**src/rtl/fifo_ctrl.sv**
```systemverilog
// fifo_ctrl: synchronous FIFO controller for a simple dual-port memory.
// The controller owns the memory write and read ports and tracks the
// pointers and occupancy. A two-entry output buffer absorbs the one-cycle
// read latency so that the read side can stream at one word per cycle.
// Optional feature: define FIFO_CTRL_ALMOST_EN to add the registered
// almost_full and almost_empty flags.
module fifo_ctrl #(
  parameter int DATA_WIDTH = 8,
  parameter int DEPTH      = 16,
  parameter int ADDR_WIDTH = $clog2(DEPTH),
  parameter int LVL_WIDTH  = $clog2(DEPTH + 3)
) (
  input  logic                  clk,
  input  logic                  rst_n,
  input  logic                  s_valid,
  output logic                  s_ready,
  input  logic [DATA_WIDTH-1:0] s_data,
  output logic                  m_valid,
  input  logic                  m_ready,
  output logic [DATA_WIDTH-1:0] m_data,
  output logic                  mem_wr_en,
  output logic [ADDR_WIDTH-1:0] mem_wr_addr,
  output logic [DATA_WIDTH-1:0] mem_wr_data,
  output logic                  mem_rd_en,
  output logic [ADDR_WIDTH-1:0] mem_rd_addr,
  input  logic [DATA_WIDTH-1:0] mem_rd_data,
`ifdef FIFO_CTRL_ALMOST_EN
  output logic                  almost_full,
  output logic                  almost_empty,
`endif
  output logic [LVL_WIDTH-1:0]  level
);

  logic [ADDR_WIDTH-1:0] wptr;
  logic [ADDR_WIDTH-1:0] rptr;
  logic [LVL_WIDTH-1:0]  mem_cnt;
  logic                  inflight;
  logic [1:0]            ob_cnt;
  logic [DATA_WIDTH-1:0] ob_data [2];

  logic                  push;
  logic                  pop;
  logic [1:0]            ob_cnt_nxt;
  logic                  ob_wr_sel;
  logic [LVL_WIDTH-1:0]  mem_cnt_nxt;

  // Pointer increment with explicit wrap so DEPTH need not be a power of two.
  function automatic logic [ADDR_WIDTH-1:0] ptr_inc(input logic [ADDR_WIDTH-1:0] p);
    return (p == ADDR_WIDTH'(DEPTH - 1)) ? '0 : p + 1'b1;
  endfunction

  // Handshakes, read-issue decision and next-state counters.
  always_comb begin
    // NOTE: every signal driven here gets a value on every path, so no latch is inferred.
    s_ready     = rst_n & (mem_cnt != LVL_WIDTH'(DEPTH));
    push        = s_valid & s_ready;
    m_valid     = (ob_cnt != 2'd0);
    pop         = m_valid & m_ready;
    ob_cnt_nxt  = ob_cnt + {1'b0, inflight} - {1'b0, pop};
    // Issue a read only if the buffer still has room once this cycle settles.
    mem_rd_en   = (mem_cnt != '0) & (ob_cnt_nxt < 2'd2);
    // Returning word lands at slot ob_cnt - pop, which is always 0 or 1.
    ob_wr_sel   = (ob_cnt == 2'd2) | ((ob_cnt == 2'd1) & ~pop);
    mem_cnt_nxt = mem_cnt + LVL_WIDTH'(push) - LVL_WIDTH'(mem_rd_en);
  end

  assign mem_wr_en   = push;
  assign mem_wr_addr = wptr;
  assign mem_wr_data = s_data;
  assign mem_rd_addr = rptr;
  assign m_data      = ob_data[0];
  assign level       = mem_cnt + LVL_WIDTH'(inflight) + LVL_WIDTH'(ob_cnt);

  // Pointers, occupancy and in-flight tracking.
  always_ff @(posedge clk or negedge rst_n) begin
    if (!rst_n) begin
      wptr     <= '0;
      rptr     <= '0;
      mem_cnt  <= '0;
      inflight <= 1'b0;
      ob_cnt   <= 2'd0;
    end else begin
      // NOTE: non-blocking assignments so every register samples pre-edge values.
      if (push)      wptr <= ptr_inc(wptr);
      if (mem_rd_en) rptr <= ptr_inc(rptr);
      mem_cnt  <= mem_cnt_nxt;
      inflight <= mem_rd_en;
      ob_cnt   <= ob_cnt_nxt;
    end
  end

  // Output buffer: shift on pop, then capture returning read data.
  always_ff @(posedge clk or negedge rst_n) begin
    if (!rst_n) begin
      // NOTE: only two entries, so resetting them is cheap and gives m_data a defined reset value.
      ob_data[0] <= '0;
      ob_data[1] <= '0;
    end else begin
      if (pop)      ob_data[0] <= ob_data[1];
      if (inflight) ob_data[ob_wr_sel] <= mem_rd_data;
    end
  end

`ifdef FIFO_CTRL_ALMOST_EN
  logic [LVL_WIDTH-1:0] level_nxt;
  assign level_nxt = mem_cnt_nxt + LVL_WIDTH'(mem_rd_en) + LVL_WIDTH'(ob_cnt_nxt);

  // Threshold flags registered alongside the counters they describe.
  always_ff @(posedge clk or negedge rst_n) begin
    if (!rst_n) begin
      almost_full  <= 1'b0;
      almost_empty <= 1'b1;
    end else begin
      almost_full  <= (mem_cnt_nxt >= LVL_WIDTH'(DEPTH - 1));
      almost_empty <= (level_nxt <= LVL_WIDTH'(1));
    end
  end
`endif

endmodule

```
**config.mk**
```make
export PLATFORM = sky130hd
export DESIGN_NAME = fifo_ctrl
export DESIGN_NICKNAME = d
export VERILOG_FILES = /design/src/rtl/fifo_ctrl.sv
export SDC_FILE = /design/constraint.sdc
export NUM_CORES = 1
export LEC_CHECK = 0
export CORE_UTILIZATION = 35
export DETAILED_ROUTE_END_ITERATION = 8
export GPL_ROUTABILITY_DRIVEN = 0
export PLACE_DENSITY_LB_ADDON = 0.05
export SETUP_SLACK_MARGIN = 0.05
export SLEW_MARGIN = 0
export SYNTH_ARGS = -nofsm -noshare
export SYNTH_HDL_FRONTEND = slang
export SYNTH_SLANG_ARGS = --single-unit
```
**constraint.sdc**
```tcl
create_clock -name clk -period 7.3 [get_ports clk]
set_input_delay 1.46 -clock clk [delete_from_list [all_inputs] [get_ports clk]]
set_output_delay 1.46 -clock clk [all_outputs]
set_load 0.01 [all_outputs]
```
; Yosys cells after proc, flatten, opt, wreduce, memory -nomap -nowiden
; Cells that the tools add are included.
[word_totals]
reg_bits = 32
input_bits = 20
out_inout_bits = 33
word_cells = 41
[op_classes]
n_addsub = 8
n_lt_le_gt_ge = 3
n_eq_ne = 5
muxes = 7
n_bitwise = 8
reduce_logical = 3
[ops]
columns = operator, count
row1 = $bwmux W16, 1
row2 = $mux W16, 1
row3 = $mux W8, 2
row4 = $add A5 B1 Y5, 2
row5 = $add A4 B1 Y4 const B, 2
row6 = $demux W8 S1, 1
row7 = $eq A4 B4 Y1 const B, 2
row8 = $mux W4, 2
row9 = $add A5 B2 Y5, 1
row10 = $and A1 B1 Y1, 5
row11 = $ne A5 B5 Y1 const B, 1
row12 = $reduce_bool A5 Y1, 1
row13 = $sub A5 B1 Y5, 1
row14 = $add A2 B1 Y2, 1
row15 = $eq A2 B1 Y1 const B, 1
row16 = $eq A2 B2 Y1 const B, 1
row17 = $ge A2 B2 Y1 const B, 1
row18 = $lt A2 B1 Y1 const B, 1
row19 = $lt A2 B2 Y1 const B, 1
row20 = $not A1 Y2, 1
row21 = $reduce_bool A2 Y1, 1
row22 = $sub A2 B1 Y2, 1
row23 = $logic_and A1 B1 Y1, 1
row24 = $not A1 Y1, 1
row25 = $or A1 B1 Y1, 1

; Logic depth before layout (Yosys ltp)
; Gate-level depths: netlist of the first run.
[logic_depth]
depth_word = 12
ltp_mapped = 16
ltp_nobuf = 16

; Least setup slack after synthesis of the first run
; Ideal clock, no wire load.
[synth_timing]
path_type = in2out
from = input m_ready
to = output mem_rd_en
t_arrival_ps = 2486
required_ps = 5840
setup_slack_ps = 3354
path_stages = 7
path_cell_list = or2b_1 o21ai_0 ha_1 inv_1 a31oi_1 nand2_2 inv_1
[synth_via]
elab_chain_cells = 4
[synth_rtl]
columns = item, line
row1 = "start, declared", 19  ; input logic m_ready,
row2 = $and A1 B1 Y1, 58  ; pop = m_valid & m_ready;
row3 = $sub A2 B1 Y2, 59  ; ob_cnt_nxt = ob_cnt + {1'b0, inflight} - {1'b0, pop};
row4 = $lt A2 B2 Y1, 61  ; mem_rd_en = (mem_cnt != '0) & (ob_cnt_nxt < 2'd2);
row5 = $and A1 B1 Y1, 61
row6 = "end, declared", 24  ; output logic mem_rd_en,
; No other way between the ends.

; Final worst setup path of the first run
; Ends and elaborated chain as after synthesis.

==> reports/results.tsv, run 1 <==
stage	metric	value	unit
pwr	Peak VDD IR	210	uV
cells_and_area	Area Growth Syn to Fin	21.7	%
synthesis	Post-Syn Area per Cell	12.0	um^2
global_routing	met2 usage	0.214	
timing	Final WS setup	2.12	ns
clock_tree	CTS tree	built	
floorplanning	Die Wd	75.4	um
critical_path	startpoint types	primary input	
critical_path	Critical Path Start	m_ready	
global_routing	GRT Total Usage	0.130	
detailed_routing	Post-route DRC	0	
cells_and_area	number of antenna diodes	0	
clock_tree	post-CTS setup buffer count	0	
synthesis	synth warn	0	
critical_path	Worst EP arrival	3.72	ns
placement	Setup WS pre-CTS	2.12	ns
global_routing	initial antenna violation count	0	
detailed_routing	initial detailed-routing violation count	40	
clock_tree	Clock Path Buffers	2	
clock_tree	Num CTS Buffers	5	
detailed_routing	WL per Instance	13.0	um
global_routing	total gr overflow	0	
synthesis	register area share after synthesis	0.425	
cells_and_area	most frequent cells in the layout	36 x clkdlybuf4s50_1, 32 x dfrtp_1, 17 x mux2_2, 16 x inv_1, 11 x ha_1	
clock_tree	clk slew on worst S/H paths	0.06	ns
global_routing	met1 Resource Use GR	0.153	
cells_and_area	share of cells above drive strength 1	0.223	
critical_path	Setup CP Type	primary input to primary output	
clock_tree	Clock Latency Late Sink	0.28	ns
timing	Least-Margin Pin Slew	0.574	ns
timing	Fmax achieved	0.193	GHz
synthesis	Post-synth EDFFs	0	
run_status	status	completed	
job	Max-Cap Viols	0	
clock_tree	H-tree depth	2	
clock_tree	cts repair resizes	0	
timing	max-slew violation count	0	
synthesis	cells after synthesis	157	
global_routing	grt met3 use	0.0489	
synthesis	Synth Flop Type	dfrtp_1	
pwr	leakage power	1.04	nW
timing	# setup viols final	0	
placement	PortBufs	36	
detailed_routing	via count	1150	
detailed_routing	Pre-antenna DRT Iters	4	
timing	post-route setup TNS	0	ns
timing	RSZ-0062 raised after global routing	no	
global_routing	vias in the first global route	1166	
timing	Clock Skew	0.00176	ns
placement	Detail Placement HPWL	2410	um
timing	Final Hold Viols	0	
critical_path	endpoint class of the critical path	primary output	
pwr	Pwr Density	526	mW/mm^2
global_routing	largest net degree at the start of global routing	35	
timing	relative slew slack	0.617	
synthesis	mapped cell area	0.00188	mm^2
placement	DP Area	0.00220	mm^2
cells_and_area	fin nets	217	
critical_path	CP max FO	5	
global_routing	global-route wire length before repair	5330	um
detailed_routing	WL final	3290	um
timing	min Tclk post-route	5.18	ns
detailed_routing	Post-DRT Antenna Nets	0	
floorplanning	Core Region	0.00514	mm^2
critical_path	launch point of the worst reg-to-reg path	ob_cnt[1]	
floorplanning	row count	26	
critical_path	Req. time, crit path	5.84	ns
cells_and_area	commonest non-fill, non-tap cell in the layout	clkdlybuf4s50_1	
detailed_routing	Vias/cell	4.53	
cells_and_area	final instance area	0.00229	mm^2
clock_tree	clock root cell	clkbuf_8	
synthesis	number of register bits inferred by synthesis	32	
synthesis	Async SR Flop Fraction	1.00	
synthesis	count of cell types in the netlist	36	
timing	Period Utilization, post-route	0.710	
floorplanning	starting density of the core	0.367	
synthesis	syn_nets	191	
clock_tree	Num Clock Sinks	32	
min_path	Hold Path Class	flip-flop to flip-flop	
floorplanning	Die H	75.4	um
cells_and_area	Core Util, Final	0.446	
clock_tree	hold buffers post-CTS	0	
floorplanning	Top Ports	53	
global_routing	layer with the highest usage	met2	
floorplanning	die area	0.00568	mm^2
==> layout make-up <==
class	instances	area, um^2
Inverter	16	60.1
Clock buffer	8	90.1
Sequential cell	32	801
Multi-Input combinational cell	91	887
Fill cell	506	2850
Timing Repair Buffer	37	368
Tap cell	70	87.6
==> per-stage QoR <==
step	hold slack [ns]	std cells	power, mW
after CTS	0.510	254	1.23
after global placement	0.487	246	1.06
final	0.504	254	1.21
after detailed placement	0.492	246	1.08
after floorplan	0.474	157	0.848
after global routing	0.536	254	1.31
==> kinds of logic after synthesis <==
| family | after synthesis | synth area share |
|---|---|---|
| buffers and inverters | 34 | 0.104 |
| DFF | 32 | 0.425 |
| muxes | 28 | 0.187 |
| and+or+nand+nor | 24 | 0.0810 |
| AOI/OAI and AO/OA | 16 | 0.0558 |
| adders and majority gates | 14 | 0.105 |
| xor gates and xnor gates | 9 | 0.0418 |
==> routing by layer <==
metal  vias up  wire length [um]  part of all wire
met5         -                 0                 0
met2        35              1580              0.48
met1       543              1450              0.44
li1        567                 -                 -
met4         0                51             0.015
met3         5               216             0.066
==> worst max-delay path, stage by stage <==
cell and delay, ns:
clkdlybuf4s50_1 0.59, nand2b_1 0.10, o21ai_0 0.16, ha_1 0.21, inv_1 0.06, a31oi_1 0.30
nand2_2 0.15, inv_1 0.12, clkdlybuf4s50_1 0.54
==> path summary, 6_finish.rpt <==
kind	endpoint	slack (ns)	depth (start not counted)
worst max-delay path	mem_rd_en	2.12	9
worst min-delay path	flip-flop	0.50	1
worst max register to register	mem_cnt[4]	4.27	16
worst min register to register	flip-flop	0.50	1
max in group asynchronous	inflight	5.41	2
min in group asynchronous	async pin	1.59	2
==> Yosys cell counts, types with 2 or more instances <==
cell	count	area, um^2
dfrtp_1	32	801
mux2_2	17	191
buf_4	16	120
inv_1	16	60.1
ha_1	11	138
mux2_4	10	150
xnor2_1	6	52.6
nand2_1	5	18.8
a21oi_1	4	20.0
a31oi_1	3	18.8
fa_1	3	60.1
nand2b_1	3	18.8
o21ai_0	3	15.0
xor2_1	3	26.3
and3_1	2	12.5
nand2_2	2	12.5
nand3_1	2	10.0
==> power breakdown <==
part | switching [mW] | leakage (nW) | internal [mW] | total, mW
Clock | 0.0632 | 0.0455 | 0.0768 | 0.140
Sequential | 0.0858 | 0.376 | 0.276 | 0.361
Combinational | 0.281 | 0.616 | 0.424 | 0.705
Total | 0.430 | 1.04 | 0.776 | 1.21
No activity file was read; power rests on OpenSTA's default activity.
==> run 2, diff against run 1 <==
==> constraint.sdc (replaced) <==
create_clock -name clk -period 4.7 [get_ports clk]
set_input_delay 0.94 -clock clk [delete_from_list [all_inputs] [get_ports clk]]
set_output_delay 0.94 -clock clk [all_outputs]
set_load 0.01 [all_outputs]
==> run 2 against run 1 <==
Compared with the run above:
- design area increased by 0.11%
- via count rose by 1.5%
- die area unchanged
- wire length rose by 4.3%
- utilization is essentially flat
- flip-flop and latch count is the same
- hold slack improved by 0.0061 ns
- worst setup slack got worse by 1.6 ns
- total power is 56% higher
- combinational power increased by 56%
- largest cell class unchanged
==> reports/results.tsv, run 2 (synthesized netlist as in run 1, its figures left out) <==
stage	metric	value	unit	change
pwr	P_sw	0.682	mW	was 0.430 mW
clock_tree	CTS tree	built		unchanged
timing	relative slew slack	0.622		was 0.617
floorplanning	die area	0.00568	mm^2	unchanged
detailed_routing	metal2 WL	1650	um	was 1580 um
global_routing	largest net degree at the start of global routing	34		was 35
detailed_routing	Post-route DRC	0		unchanged
pwr	switching part of the total power	0.361		was 0.356
critical_path	Setup CP Type	primary input to primary output		unchanged
cells_and_area	Area Growth Syn to Fin	21.8	%	was 21.7%
pwr	part of the power in the clock network	0.116		about the same
clock_tree	Num Clock Sinks	32		unchanged
cells_and_area	commonest non-fill, non-tap cell in the layout	clkdlybuf4s50_1		unchanged
critical_path	CP max FO	5		unchanged
detailed_routing	Post-DRT Antenna Nets	0		unchanged
timing	Clock Skew	0.00518	ns	was 0.00176 ns
global_routing	GRT Total Usage	0.137		was 0.130
clock_tree	Clock Path Buffers	2		unchanged
floorplanning	row count	26		unchanged
timing	Fmax achieved	0.241	GHz	
clock_tree	Clock Latency Late Sink	0.28	ns	about the same
critical_path	Worst EP arrival	3.21	ns	was 3.72 ns
cells_and_area	share of cells above drive strength 1	0.234		was 0.223
floorplanning	Top Ports	53		unchanged
cells_and_area	most frequent cells in the layout	36 x clkdlybuf4s50_1, 32 x dfrtp_1, 17 x mux2_2, 16 x inv_1, 11 x ha_1		unchanged
placement	Setup WS pre-CTS	0.558	ns	was 2.12 ns
timing	Period Utilization, post-route	0.884		
placement	PortBufs	36		unchanged
floorplanning	Die H	75.4	um	unchanged
detailed_routing	WL met1	1500	um	was 1450 um
global_routing	global-route wire length before repair	5690	um	was 5330 um
critical_path	endpoint class of the critical path	primary output		unchanged
floorplanning	Die Wd	75.4	um	unchanged
detailed_routing	Max Used Layer	met4		unchanged
timing	RSZ-0062 raised after global routing	no		unchanged
detailed_routing	Pre-antenna DRT Iters	4		unchanged
pwr	internal power	1.20	mW	was 0.776 mW
cells_and_area	number of antenna diodes	0		unchanged
min_path	Hold Path Class	flip-flop to flip-flop		unchanged
floorplanning	starting density of the core	0.367		unchanged
pwr	leakage power	1.04	nW	about the same
timing	# setup viols final	0		unchanged
pwr	Reg power frac	0.298		was 0.300
job	Max-Cap Viols	0		unchanged
critical_path	Req. time, crit path	3.76	ns	was 5.84 ns
run_status	status	completed		unchanged
detailed_routing	Vias/cell	4.59		was 4.53
critical_path	startpoint types	primary input		unchanged
timing	min Tclk post-route	4.15	ns	
timing	Least-Margin Pin Slew	0.567	ns	was 0.574 ns
clock_tree	post-CTS setup buffer count	0		unchanged
clock_tree	hold buffers post-CTS	0		unchanged
timing	max-slew violation count	0		unchanged
detailed_routing	DR WL met3	240	um	was 216 um
pwr	combinational share of power	0.586		was 0.584
timing	post-route setup TNS	0	ns	unchanged
detailed_routing	WL per Instance	13.5	um	was 13.0 um
clock_tree	Num CTS Buffers	5		unchanged
cells_and_area	fin nets	217		unchanged
clock_tree	clock root cell	clkbuf_8		unchanged
pwr	Final Total Pwr	1.89	mW	was 1.21 mW
placement	Detail Placement HPWL	2510	um	was 2410 um
floorplanning	Core Region	0.00514	mm^2	unchanged
pwr	Peak VDD IR	315	uV	was 210 uV
timing	Final WS setup	0.546	ns	was 2.12 ns
detailed_routing	WL final	3430	um	was 3290 um
global_routing	initial antenna violation count	0		unchanged
pwr	Pwr Density	821	mW/mm^2	was 526 mW/mm^2
global_routing	total gr overflow	0		unchanged
detailed_routing	initial detailed-routing violation count	32		was 40
detailed_routing	via count	1167		was 1150
clock_tree	H-tree depth	2		unchanged
timing	Final Hold Viols	0		unchanged
clock_tree	cts repair resizes	0		unchanged
clock_tree	clk slew on worst S/H paths	0.07	ns	was 0.06 ns
cells_and_area	Core Util, Final	0.447		was 0.446
global_routing	vias in the first global route	1254		was 1166
## run 2: cell count changes in the layout (fill, tap and decap cells not counted)
| cell | previous run | this run |
|---|---|---|
| clkbuf_1 | 2 | 0 |
| clkinv_2 | 0 | 2 |
## run 2: routing by layer
| metal | GRT usage | up-vias |
|---|---|---|
| met5 | 0 | - |
| met3 | 0.0463 | 4 |
| met2 | 0.230 | 36 |
| li1 | - | 562 |
| met1 | 0.163 | 565 |
| met4 | 0.0494 | 0 |
## run 2: final timing paths
check / slack (ns) / to / from / cells after the start
setup / recovery: 0.55 / mem_rd_en / m_ready / 9
hold / removal: 0.51 / flip-flop / flip-flop / 1
setup reg to reg: 1.68 / mem_cnt[4] / ob_cnt[1] / 16
hold reg to reg: 0.51 / flip-flop / flip-flop / 1
max in group asynchronous: 3.26 / mem_cnt[2] / rst_n / 2
min in group asynchronous: 1.14 / m_data[7] / rst_n / 2
## run 2: critical path: stages
cell             delay (ns)
clkdlybuf4s50_1        0.52
or2b_1                 0.27
o21ai_0                0.07
ha_1                   0.21
inv_1                  0.06
a31oi_1                0.31
nand2_2                0.15
inv_1                  0.13
clkdlybuf4s50_1        0.54
## run 2: stage by stage
step / instance area, um^2 / hold slack (ns) / cells
after floorplan: 1880 / 0.474 / 157
after global placement: 2200 / 0.488 / 246
after detailed placement: 2200 / 0.490 / 246
after CTS: 2300 / 0.510 / 254
after global routing: 2300 / 0.530 / 254
final: 2300 / 0.510 / 254
## run 2: final cells by class
| cell class | instances | area (um^2) |
|---|---|---|
| clock buffers | 6 | 82.6 |
| clock inverters | 2 | 10.0 |
| fillers | 522 | 2840 |
| inverters | 16 | 60.1 |
| multi-input cells | 91 | 887 |
| flip-flops and latches | 32 | 801 |
| well taps | 70 | 87.6 |
| repair buffers | 37 | 368 |
## run 2: power groups by stage
stage	combinational, mW	clock [mW]	sequential (mW)
after floorplan	0.766	0	0.552
after detailed placement	1.12	0	0.566
after global placement	1.10	0	0.559
final	1.10	0.219	0.563
after global routing	1.22	0.241	0.586
after CTS	1.13	0.227	0.564
==> run 3, diff against run 2 <==
--- a/config.mk
+++ b/config.mk
@@ -7,7 +7,6 @@
 export LEC_CHECK = 0
 export CORE_UTILIZATION = 35
 export DETAILED_ROUTE_END_ITERATION = 8
-export GPL_ROUTABILITY_DRIVEN = 0
 export PLACE_DENSITY_LB_ADDON = 0.05
 export SETUP_SLACK_MARGIN = 0.05
 export SLEW_MARGIN = 0
==> results of run 3 <==
No change in the layout: final DEF, timing and power equal those of run 2.
